File: config.mk
export PLATFORM = sky130hd
export DESIGN_NAME = streaming_fifo_occ
export DESIGN_NICKNAME = d
export VERILOG_FILES = /design/src/rtl/streaming_fifo_pkg.sv /design/src/rtl/streaming_fifo_mem.sv /design/src/rtl/streaming_fifo_occ.sv
export SDC_FILE = /design/constraint.sdc
export NUM_CORES = 1
export LEC_CHECK = 0
export CAP_MARGIN = 20
export CORE_MARGIN = 2
export CORE_UTILIZATION = 45
export CTS_CLUSTER_DIAMETER = 200
export DETAILED_ROUTE_END_ITERATION = 7
export GPL_ROUTABILITY_DRIVEN = 0
export SYNTH_ARGS = -nofsm -noshare
export SYNTH_HDL_FRONTEND = slang
export SYNTH_SLANG_ARGS = --single-unit
export TNS_END_PERCENT = 10
File: constraint.sdc
create_clock -name ap_clk -period 5.55 [get_ports ap_clk]
set_input_delay 1.11 -clock ap_clk [delete_from_list [all_inputs] [get_ports ap_clk]]
set_output_delay 1.11 -clock ap_clk [all_outputs]
set_load 0.05 [all_outputs]
File: src/rtl/streaming_fifo_pkg.sv
// streaming_fifo_pkg: shared width helper and status-flag reset values
package streaming_fifo_pkg;

  function automatic int cnt_width(input int depth);
    return $clog2(depth + 1);
  endfunction

  localparam logic RST_IN_READY  = 1'b0;
  localparam logic RST_OUT_VALID = 1'b0;
  localparam logic RST_AFULL     = 1'b0;
  localparam logic RST_AEMPTY    = 1'b1;

endpackage

File: src/rtl/streaming_fifo_mem.sv
// streaming_fifo_mem: DEPTH x WIDTH storage, synchronous write, asynchronous read
module streaming_fifo_mem #(
  parameter int WIDTH = 8,
  parameter int DEPTH = 32,
  parameter int AW    = $clog2(DEPTH)
) (
  input  logic             clk,
  input  logic             we,
  input  logic [AW-1:0]    waddr,
  input  logic [WIDTH-1:0] wdata,
  input  logic [AW-1:0]    raddr,
  output logic [WIDTH-1:0] rdata
);

  logic [WIDTH-1:0] mem [DEPTH];

  // write port; contents are never reset so this maps to LUT RAM or SRL
  always_ff @(posedge clk) if (we) mem[waddr] <= wdata;

  assign rdata = mem[raddr];

endmodule

File: src/rtl/streaming_fifo_occ.sv
// streaming_fifo_occ: AXI-Stream FIFO with occupancy and threshold flags; define STREAMING_FIFO_MAXCOUNT_EN for the high-water mark
module streaming_fifo_occ
  import streaming_fifo_pkg::*;
#(
  parameter int WIDTH         = 8,
  parameter int DEPTH         = 32,
  parameter int AFULL_THRESH  = DEPTH - 2,
  parameter int AEMPTY_THRESH = 1
) (
  input  logic                          ap_clk,
  input  logic                          ap_rst,
  input  logic [WIDTH-1:0]              in0_V_V_TDATA,
  input  logic                          in0_V_V_TVALID,
  output logic                          in0_V_V_TREADY,
  output logic [WIDTH-1:0]              out_V_V_TDATA,
  output logic                          out_V_V_TVALID,
  input  logic                          out_V_V_TREADY,
  output logic [cnt_width(DEPTH)-1:0]   count,
`ifdef STREAMING_FIFO_MAXCOUNT_EN
  output logic [cnt_width(DEPTH)-1:0]   maxcount,
  input  logic                          maxcount_clr,
`endif
  output logic                          almost_full,
  output logic                          almost_empty
);

  localparam int CW = cnt_width(DEPTH);
  localparam int AW = $clog2(DEPTH);

  logic [AW-1:0] wr_ptr_q, wr_ptr_d, rd_ptr_q, rd_ptr_d;
  logic [CW-1:0] count_q, count_d;
  logic          in_ready_q, in_ready_d, out_valid_q, out_valid_d;
  logic          afull_q, afull_d, aempty_q, aempty_d;
  logic          push, pop;

  assign push = in0_V_V_TVALID & in_ready_q;
  assign pop  = out_valid_q & out_V_V_TREADY;

  // pointers wrap at DEPTH-1 by compare so non-power-of-two depths work; flags are precomputed from count_d
  always_comb begin
    wr_ptr_d    = push ? (wr_ptr_q == AW'(DEPTH - 1) ? '0 : wr_ptr_q + AW'(1)) : wr_ptr_q;
    rd_ptr_d    = pop ? (rd_ptr_q == AW'(DEPTH - 1) ? '0 : rd_ptr_q + AW'(1)) : rd_ptr_q;
    count_d     = count_q + CW'(push) - CW'(pop);
    in_ready_d  = count_d < CW'(DEPTH);
    out_valid_d = count_d != '0;
    afull_d     = count_d >= CW'(AFULL_THRESH);
    aempty_d    = count_d <= CW'(AEMPTY_THRESH);
  end

  // state register; reset discards contents and ignores same-cycle handshakes
  always_ff @(posedge ap_clk) begin
    if (ap_rst) begin
      wr_ptr_q    <= '0;
      rd_ptr_q    <= '0;
      count_q     <= '0;
      in_ready_q  <= RST_IN_READY;
      out_valid_q <= RST_OUT_VALID;
      afull_q     <= RST_AFULL;
      aempty_q    <= RST_AEMPTY;
    end else begin
      wr_ptr_q    <= wr_ptr_d;
      rd_ptr_q    <= rd_ptr_d;
      count_q     <= count_d;
      in_ready_q  <= in_ready_d;
      out_valid_q <= out_valid_d;
      afull_q     <= afull_d;
      aempty_q    <= aempty_d;
    end
  end

  streaming_fifo_mem #(.WIDTH(WIDTH), .DEPTH(DEPTH), .AW(AW)) u_mem (
    .clk   (ap_clk),
    .we    (push & ~ap_rst),
    .waddr (wr_ptr_q),
    .wdata (in0_V_V_TDATA),
    .raddr (rd_ptr_q),
    .rdata (out_V_V_TDATA)
  );

  assign in0_V_V_TREADY = in_ready_q;
  assign out_V_V_TVALID = out_valid_q;
  assign count          = count_q;
  assign almost_full    = afull_q;
  assign almost_empty   = aempty_q;

`ifdef STREAMING_FIFO_MAXCOUNT_EN
  logic [CW-1:0] maxcount_q, maxcount_d;

  // high-water mark; a clear restarts tracking from the post-edge occupancy
  always_comb maxcount_d = (maxcount_clr || count_d > maxcount_q) ? count_d : maxcount_q;

  // high-water mark register
  always_ff @(posedge ap_clk) maxcount_q <= ap_rst ? '0 : maxcount_d;

  assign maxcount = maxcount_q;
`endif

endmodule

After elaboration in Yosys (flattened, before gate mapping) --
Memories as Yosys holds them, arrays and structs flattened. A register that Yosys moved wholly into a read port is not among the register bits. Cells that the tools add are included.
Storage, ports and cells: register bits 20, bits in writable memories 256, input bits 12, output and inout port bits 18, logic and storage cells 28, memories 1
Operators by class: add/sub/neg operators 4, $lt $le $gt $ge 3, eq/ne operators 2, multiplexer cells 6, bitwise operators 4, reduce and logical (&&, ||, !) cells 1
Memories:
- u_mem.mem | words 32, width 8, read ports 1, clocked after memory_dff 1, write ports 1, line streaming_fifo_mem.sv:15 | logic [WIDTH-1:0] mem [DEPTH];
Operators by type and width (count):
- 5-bit 2-to-1 mux | 4
- 5-bit by 1-bit adder with 5-bit output (second input constant) | 2
- 5-bit == test (second input constant) | 2
- 6-bit by 1-bit adder with 6-bit output | 1
- 6-bit by 5-bit greater-or-equal comparator with 1-bit output (second input constant) | 1
- 6-bit by 1-bit less-or-equal comparator with 1-bit output (second input constant) | 1
- 6-bit less-than comparator (second input constant) | 1
- 6-bit nonzero test | 1
- 6-bit by 1-bit subtractor with 6-bit output | 1
- 1-bit bitwise AND | 3
- 1-bit 2-to-1 mux | 2
- 1-bit NOT | 1

Longest topological paths before layout --
Gate-level depths: netlist (run 1).
depth in word-level cells 4, mapped depth 9, mapped depth without buffers 9

Hierarchy --
From an unflattened synthesis (run 1), not the netlist that was laid out.
Unflattened totals: cell total of the unflattened synthesis 516, area total of the unflattened synthesis 10856.7 µm²
By module, submodules not included:
- streaming_fifo_mem | times used 1, cells an instance 409, area an instance 9893.2 µm², seq. area each 7687.4 µm²
- streaming_fifo_occ | times used 1, cells an instance 107, area an instance 963.4 µm², seq. area each 400.4 µm²

Worst setup path after synthesis (run 1) --
No wires, ideal clock.
kind flip-flop to output port, from register with a tool-made name, to output port out_V_V_TDATA[0], data arrival time 2113 ps, required time 4440 ps, setup slack 2327 ps, stages on the path, launching flop included 6, path buffers 2, cell sequence dfxtp_1 -> clkbuf_1 -> buf_1 -> mux4_2 -> mux4_2 -> mux2_2
RTL lines:
- to (decl) | line streaming_fifo_occ.sv:15 | output logic [WIDTH-1:0] out_V_V_TDATA,

==> summary.txt, run 1 <==
Placed design
  • Port buffer count: 29
  • Hpwl dp: 14600 µm
  • Placed cell area: 11700 µm²
  • Placed instance count: 874

Floorplan
  • Die H: 160 µm
  • Initial Util: 45.5%
  • Core area: 24200 µm²
  • # IOs: 30
  • DIE AREA: 25700 µm²
  • DIE WIDTH: 160 µm
  • Row count: 57

Finish
  • Area Overhead vs Synth: 15.4%
  • Fillers: 1893
  • Multi-input gate area in the final layout: 2670 µm²
  • Design area: 12700 µm²
  • Final Util: 52.5%
  • Final nets: 608
  • Share of cells above drive strength 1: 24.6%
  • ANT cells: 0
  • Cell Count, Final, Fillers Out: 929
  • Sequential cell area: 8190 µm²

Drt
  • Initial DRC Count: 560
  • DRT Pass-1 Iters: 4
  • Post-DR vias/cell: 5.74
  • Drt drc: 0
  • Avg WL per Cell: 24.7 µm
  • ANT nets after route: 0
  • WL final: 23000 µm
  • Vias: 5329

Clocking
  • Bufs on Longest Clock Path: 3
  • Worst skew pair latency: 0.54 ns
  • Setup Fix Bufs, Post-CTS: 0
  • H-tree depth: 1
  • Clock-pin slew on the worst setup and hold paths: 0.06 ns
  • Clk sinks: 281
  • CTS Buf Count: 29
  • Clk root buf: clkbuf_16
  • Resize count post-CTS: 0
  • Post-CTS Hold Fix Bufs: 0
  • CTS tree: yes

Synthesis
  • Synth unique cells: 31
  • Syn nets: 559
  • Post-synthesis sequential area ratio: 74.4%
  • Area share of the largest cell type after synthesis: 69.9%
  • Synth area leader: edfxtp_1
  • Synthesized instance count: 534
  • YS warnings: 0
  • Post-Syn Area: 11000 µm²
  • Adder-Cell Fraction of Synth Area: 1.55%
  • Syn_area_per_cell: 20.6 µm²
  • Mux cell area share after synthesis: 17.2%
  • XOR/XNOR Fraction of Synth Area: 0.398%
  • Compound-Gate Fraction of Synth Area: 1.43%
  • Largest family of logic cells by synthesized area: multiplexers
  • Largest cells by area after synthesis: edfxtp_1, mux4_2, dfxtp_1
  • Simple-gate portion of the synthesized area: 3.65%
  • Flops & latches, synth: 281

GRT
  • Global-route wire length before repair: 34500 µm
  • Largest net degree at the start of global routing: 44
  • Number of global-route vias before repair: 5417
  • Gr ovfl total: 0
  • Initial antenna violation count: 0
  • Total track usage: 18.2%

Timing
  • Final worst path period share: 87.6%
  • Max Slew Vio Count: 0
  • Setup Viol. Count Final: 0
  • Clk_skew: 0.0184 ns
  • Tightest Pin Transition: 1.09 ns
  • Fin crit period: 4.86 ns
  • Fmax: 206 MHz
  • Fin Setup TNS: 0 ns
  • Unrepaired setup endpoints after global routing: no
  • Worst rel slew slack: 26.8%
  • Hold Fails Final Rpt: 0

Worst setup path
  • WS Path Type: flip-flop to output port
  • CP Data Arrival Time: 3.75 ns
  • R2R Path Start: in0_V_V_TREADY
  • Worst R2R End: almost_full
  • R2R depth: 9
  • Critical Path RT: 4.44 ns
  • CP Max Fanout: 29
  • CP Capture Point: out_V_V_TDATA[6]
  • Worst reg2reg setup slack: 3.03 ns
  • CP startpoint kind: flip-flop
  • Crit end category: output port

Power and ir drop
  • Ratio of total power to cell area: 382 nW/µm²
  • Peak VDD IR: 428 µV
  • Final Power: 4.85 mW
  • Leakage: 3.89 nW

Hold path
  • HP Class: flip-flop to flip-flop

Run status
  • Outcome: complete, no violations

Flow run
  • Max-cap violations: 0
## layout make-up
| cell class | instances | share of cell area, % |
|---|---|---|
| inverter | 6 | 0.177 |
| timing repair buffer | 43 | 3.98 |
| sequential | 281 | 64.5 |
| multi-input combinational | 222 | 21.0 |
| tap | 324 | 3.19 |
| clock buffer | 41 | 6.23 |
| clock inverter | 12 | 0.916 |
## routing by layer
layer,part of all wire [%],vias to the layer above,routed length [µm],GRT usage (%)
li1,-,2292,-,-
met1,46,2801,10500,27.9
met2,45,201,10400,27.3
met3,6.9,35,1590,3.59
met4,2.4,0,557,4.59
met5,0,-,0,0
## layout by cell type (no fill, tap or decap), drive strengths merged, types with 2 or more instances in the layout
master / n
or3: 2
o21ai: 4
nor3: 5
nand3b: 3
xor2: 3
clkinv: 7
nor2b: 4
edfxtp: 256
and3: 2
clkdlybuf4s50: 29
xnor2: 2
or4b: 2
nand3: 7
nor2: 44
nand2: 15
ha: 12
buf: 13
a21oi: 17
mux2: 8
nand4: 3
bufinv: 2
clkbuf: 42
a21o: 2
inv: 6
clkinvlp: 3
dfxtp: 25
a31oi: 3
mux4: 80
## cell usage after synthesis, drive strengths merged
cell type,number
nor2,44
nor3,5
buf,15
nand3b,3
or3,2
nand2,15
or3b,1
dfxtp,25
xnor2,2
nor2b,4
or4b,2
a21o,2
and3,2
a21oi,17
mux2,8
a41oi,1
nand4,3
clkbuf,10
mux4,80
nand3,7
o21ai,4
a41o,1
xor2,3
edfxtp,256
a31oi,3
inv,6
fa,1
ha,12
## state kept, by name, indices dropped and copies added (netlist names), named ones only
name            flops
u_mem.mem         256
in0_V_V_TREADY      1
out_V_V_TVALID      1
wr_ptr_q            5
almost_empty        1
almost_full         1
count               6
rd_ptr_q            5
## cell families after synthesis
logic type	Yosys count
DFF	281
muxes	88
and+or+nand+nor	88
buffers and inverters	31
AOI/OAI and AO/OA	28
adders and majority gates	13
xor gates and xnor gates	5
## metrics by stage
stage	hold WS (ns)	setup slack, ns
floorplan	0.463	2.33
global route	0.536	0.496
CTS	0.502	0.616
finish	0.504	0.689
global placement	0.472	1.21
detailed placement	0.494	1.18
## worst min-delay path by stage
stage | from | to | slack [ns] | depth (start not counted)
2_1_floorplan | rd_ptr_q[4] | flip-flop | 0.46 | 2
3_3_place_gp | rd_ptr_q[4] | rd_ptr_q[4] | 0.47 | 2
3_5_place_dp | rd_ptr_q[4] | rd_ptr_q[4] | 0.49 | 2
4_1_cts | rd_ptr_q[4] | rd_ptr_q[4] | 0.50 | 2
5_1_grt | rd_ptr_q[4] | rd_ptr_q[4] | 0.54 | 2
6_report | rd_ptr_q[4] | rd_ptr_q[4] | 0.50 | 2
## critical path: stages, from the launching register on
cell             delay (ns)
dfxtp_4                0.76
buf_4                  0.40
mux4_2                 0.55
mux4_2                 0.49
mux2_2                 0.31
clkdlybuf4s50_1        0.71
## where the power goes
part / leakage (nW) / total, mW / internal, mW / switching, mW
registers: 2.51 / 2.39 / 2.35 / 0.0388
logic: 0.947 / 0.622 / 0.246 / 0.376
clock network: 0.437 / 1.84 / 1.08 / 0.761
total: 3.89 / 4.85 / 3.68 / 1.18
Note: power is estimated with default switching activity, not from simulation.
==> run 2: changes to the inputs <==
- CORE_UTILIZATION: 45 -> 50
- PLACE_DENSITY: default -> 0.67
- SKIP_LAST_GASP: default -> 1
==> run 2 against run 1 <==
- maximum frequency is 0.41% lower
- register-to-register slack worse by 0.06 ns
- non-clock buffer count is 2 higher
- power is 2.0% higher
- die area is 9.8% lower
- final area is 0.37% higher
- count of clock-buffer cells in the layout is 6 lower
- sequential cell count stayed put
- combinational power is 0.8% higher
- final cell count is 4.5% lower
- via count is 0.71% lower
- first-iteration DRC count is 3.2% higher
- critical path type unchanged
==> summary.txt, run 2 (synthesized netlist as in run 1, its figures left out) <==
Drt
  • Avg WL per Cell: 25.2 µm (was 24.7 µm)
  • Vias: 5291 (was 5329)
  • ANT nets after route: 0 (unchanged)
  • Initial DRC Count: 578 (was 560)
  • Post-DR vias/cell: 5.97 (was 5.74)
  • Drt drc: 0 (unchanged)
  • WL final: 22400 µm (was 23000 µm)
  • DRT Pass-1 Iters: 7 (was 4)

Timing
  • Setup Viol. Count Final: 0 (unchanged)
  • Unrepaired setup endpoints after global routing: no (unchanged)
  • Final worst path period share: 87.9% (was 87.6%)
  • Clk_skew: 0.0253 ns (was 0.0184 ns)
  • Hold Fails Final Rpt: 0 (unchanged)
  • Fin crit period: 4.88 ns (was 4.86 ns)
  • Fmax: 205 MHz (was 206 MHz)
  • Max Slew Vio Count: 0 (unchanged)
  • Tightest Pin Transition: 1.07 ns (was 1.09 ns)
  • Worst rel slew slack: 28.4% (was 26.8%)
  • Fin Setup TNS: 0 ns (unchanged)

Finish
  • Final nets: 610 (was 608)
  • Most frequent cells in the layout: edfxtp_1, mux4_2, nor2_1, clkbuf_16, clkdlybuf4s50_1 (unchanged)
  • Final Util: 58.8% (was 52.5%)
  • Max reg flops: 256 (unchanged)
  • ANT cells: 0 (unchanged)
  • Share of cells above drive strength 1: 25.0% (was 24.6%)
  • Fillers: 1539 (was 1893)
  • Area Overhead vs Synth: 15.9% (was 15.4%)
  • Most common cell after layout, fill and taps aside: edfxtp_1 (unchanged)
  • Top reg by flops: u_mem.mem (unchanged)

Run status
  • Outcome: complete, no violations (unchanged)

Floorplan
  • # IOs: 30 (unchanged)
  • Die H: 152 µm (was 160 µm)
  • Row count: 54 (was 57)
  • Initial Util: 50.7% (was 45.5%)
  • Core area: 21700 µm² (was 24200 µm²)
  • DIE AREA: 23200 µm² (was 25700 µm²)
  • DIE WIDTH: 152 µm (was 160 µm)

GRT
  • Global-route wire length before repair: 34100 µm (was 34500 µm)
  • Total track usage: 19.6% (was 18.2%)
  • Largest net degree at the start of global routing: 33 (was 44)
  • Initial antenna violation count: 0 (unchanged)
  • Gr ovfl total: 0 (unchanged)
  • Number of global-route vias before repair: 5424 (was 5417)

Worst setup path
  • CP startpoint kind: flip-flop (unchanged)
  • Crit end category: output port (unchanged)
  • CP Data Arrival Time: 3.77 ns (was 3.75 ns)
  • Critical Path RT: 4.44 ns (about the same)
  • CP Max Fanout: 31 (was 29)
  • WS Path Type: flip-flop to output port (unchanged)

Clocking
  • CTS tree: yes (unchanged)
  • Clk sinks: 281 (unchanged)
  • Clk root buf: clkbuf_16 (unchanged)
  • Bufs on Longest Clock Path: 3 (unchanged)
  • Post-CTS Hold Fix Bufs: 0 (unchanged)
  • Resize count post-CTS: 0 (unchanged)
  • Worst skew pair latency: 0.56 ns (was 0.54 ns)
  • Clock-pin slew on the worst setup and hold paths: 0.06 ns (about the same)
  • Setup Fix Bufs, Post-CTS: 0 (unchanged)
  • CTS Buf Count: 29 (unchanged)
  • H-tree depth: 1 (unchanged)

Placed design
  • Hpwl dp: 13600 µm (was 14600 µm)
  • Port buffer count: 29 (unchanged)

Power and ir drop
  • Peak VDD IR: 478 µV (was 428 µV)
  • Leakage: 3.95 nW (was 3.89 nW)
  • Ratio of total power to cell area: 388 nW/µm² (was 382 nW/µm²)

Hold path
  • HP Class: flip-flop to flip-flop (unchanged)

Flow run
  • Max-cap violations: 0 (unchanged)
[run 2: worst max-delay path, stage by stage, from the launching register on]
cell             delay, ns
dfxtp_4               0.75
buf_12                0.30
mux4_2                0.56
mux4_2                0.52
mux2_2                0.33
clkdlybuf4s50_1       0.71
[run 2: layer usage]
layer,global-route usage [%],wire (µm),up-vias
li1,-,-,2290
met1,28.9,9660,2776
met3,3.67,1470,29
met2,31.3,10900,196
met5,0,0,-
met4,4.05,347,0
[run 2: layout make-up]
type | count | area (µm²) | area share [%]
sequential | 281 | 8190 | 64.3
multi-input combinational | 222 | 2670 | 20.9
clock buffer | 35 | 748 | 5.87
timing repair buffer | 45 | 561 | 4.40
tap | 280 | 350 | 2.75
clock inverter | 18 | 206 | 1.62
inverter | 6 | 22.5 | 0.177
[run 2: path summary, 6_finish.rpt]
kind                        from          endpoint  slack, ns  cells after the start
setup / recovery       flip-flop  out_V_V_TDATA[4]       0.67                      5
hold / removal       rd_ptr_q[4]       rd_ptr_q[4]       0.50                      2
setup reg to reg  in0_V_V_TREADY       almost_full       2.97                      9
hold reg to reg      rd_ptr_q[4]       rd_ptr_q[4]       0.50                      2
[run 2: stage by stage]
stage | hold slack (ns) | worst slack [ns] | cells | area (µm²) | total power, mW
floorplan | 0.463 | 2.33 | 534 | 11000 | 2.85
global placement | 0.473 | 1.21 | 824 | 11600 | 3.03
detailed placement | 0.493 | 1.20 | 824 | 11600 | 3.04
CTS | 0.503 | 0.587 | 877 | 12500 | 4.97
global route | 0.542 | 0.519 | 887 | 12700 | 5.12
finish | 0.500 | 0.669 | 887 | 12700 | 4.95
[run 2: power breakdown]
group | switching, mW | total (mW) | internal [mW]
combinational | 0.377 | 0.627 | 0.250
clock | 0.787 | 1.94 | 1.15
sequential | 0.0375 | 2.38 | 2.35
total | 1.20 | 4.95 | 3.75
==> run 3: changes to the inputs <==
- ABC_AREA: default -> 0
==> results of run 3 <==
The final DEF is identical to that of run 2; final timing and power are the same.
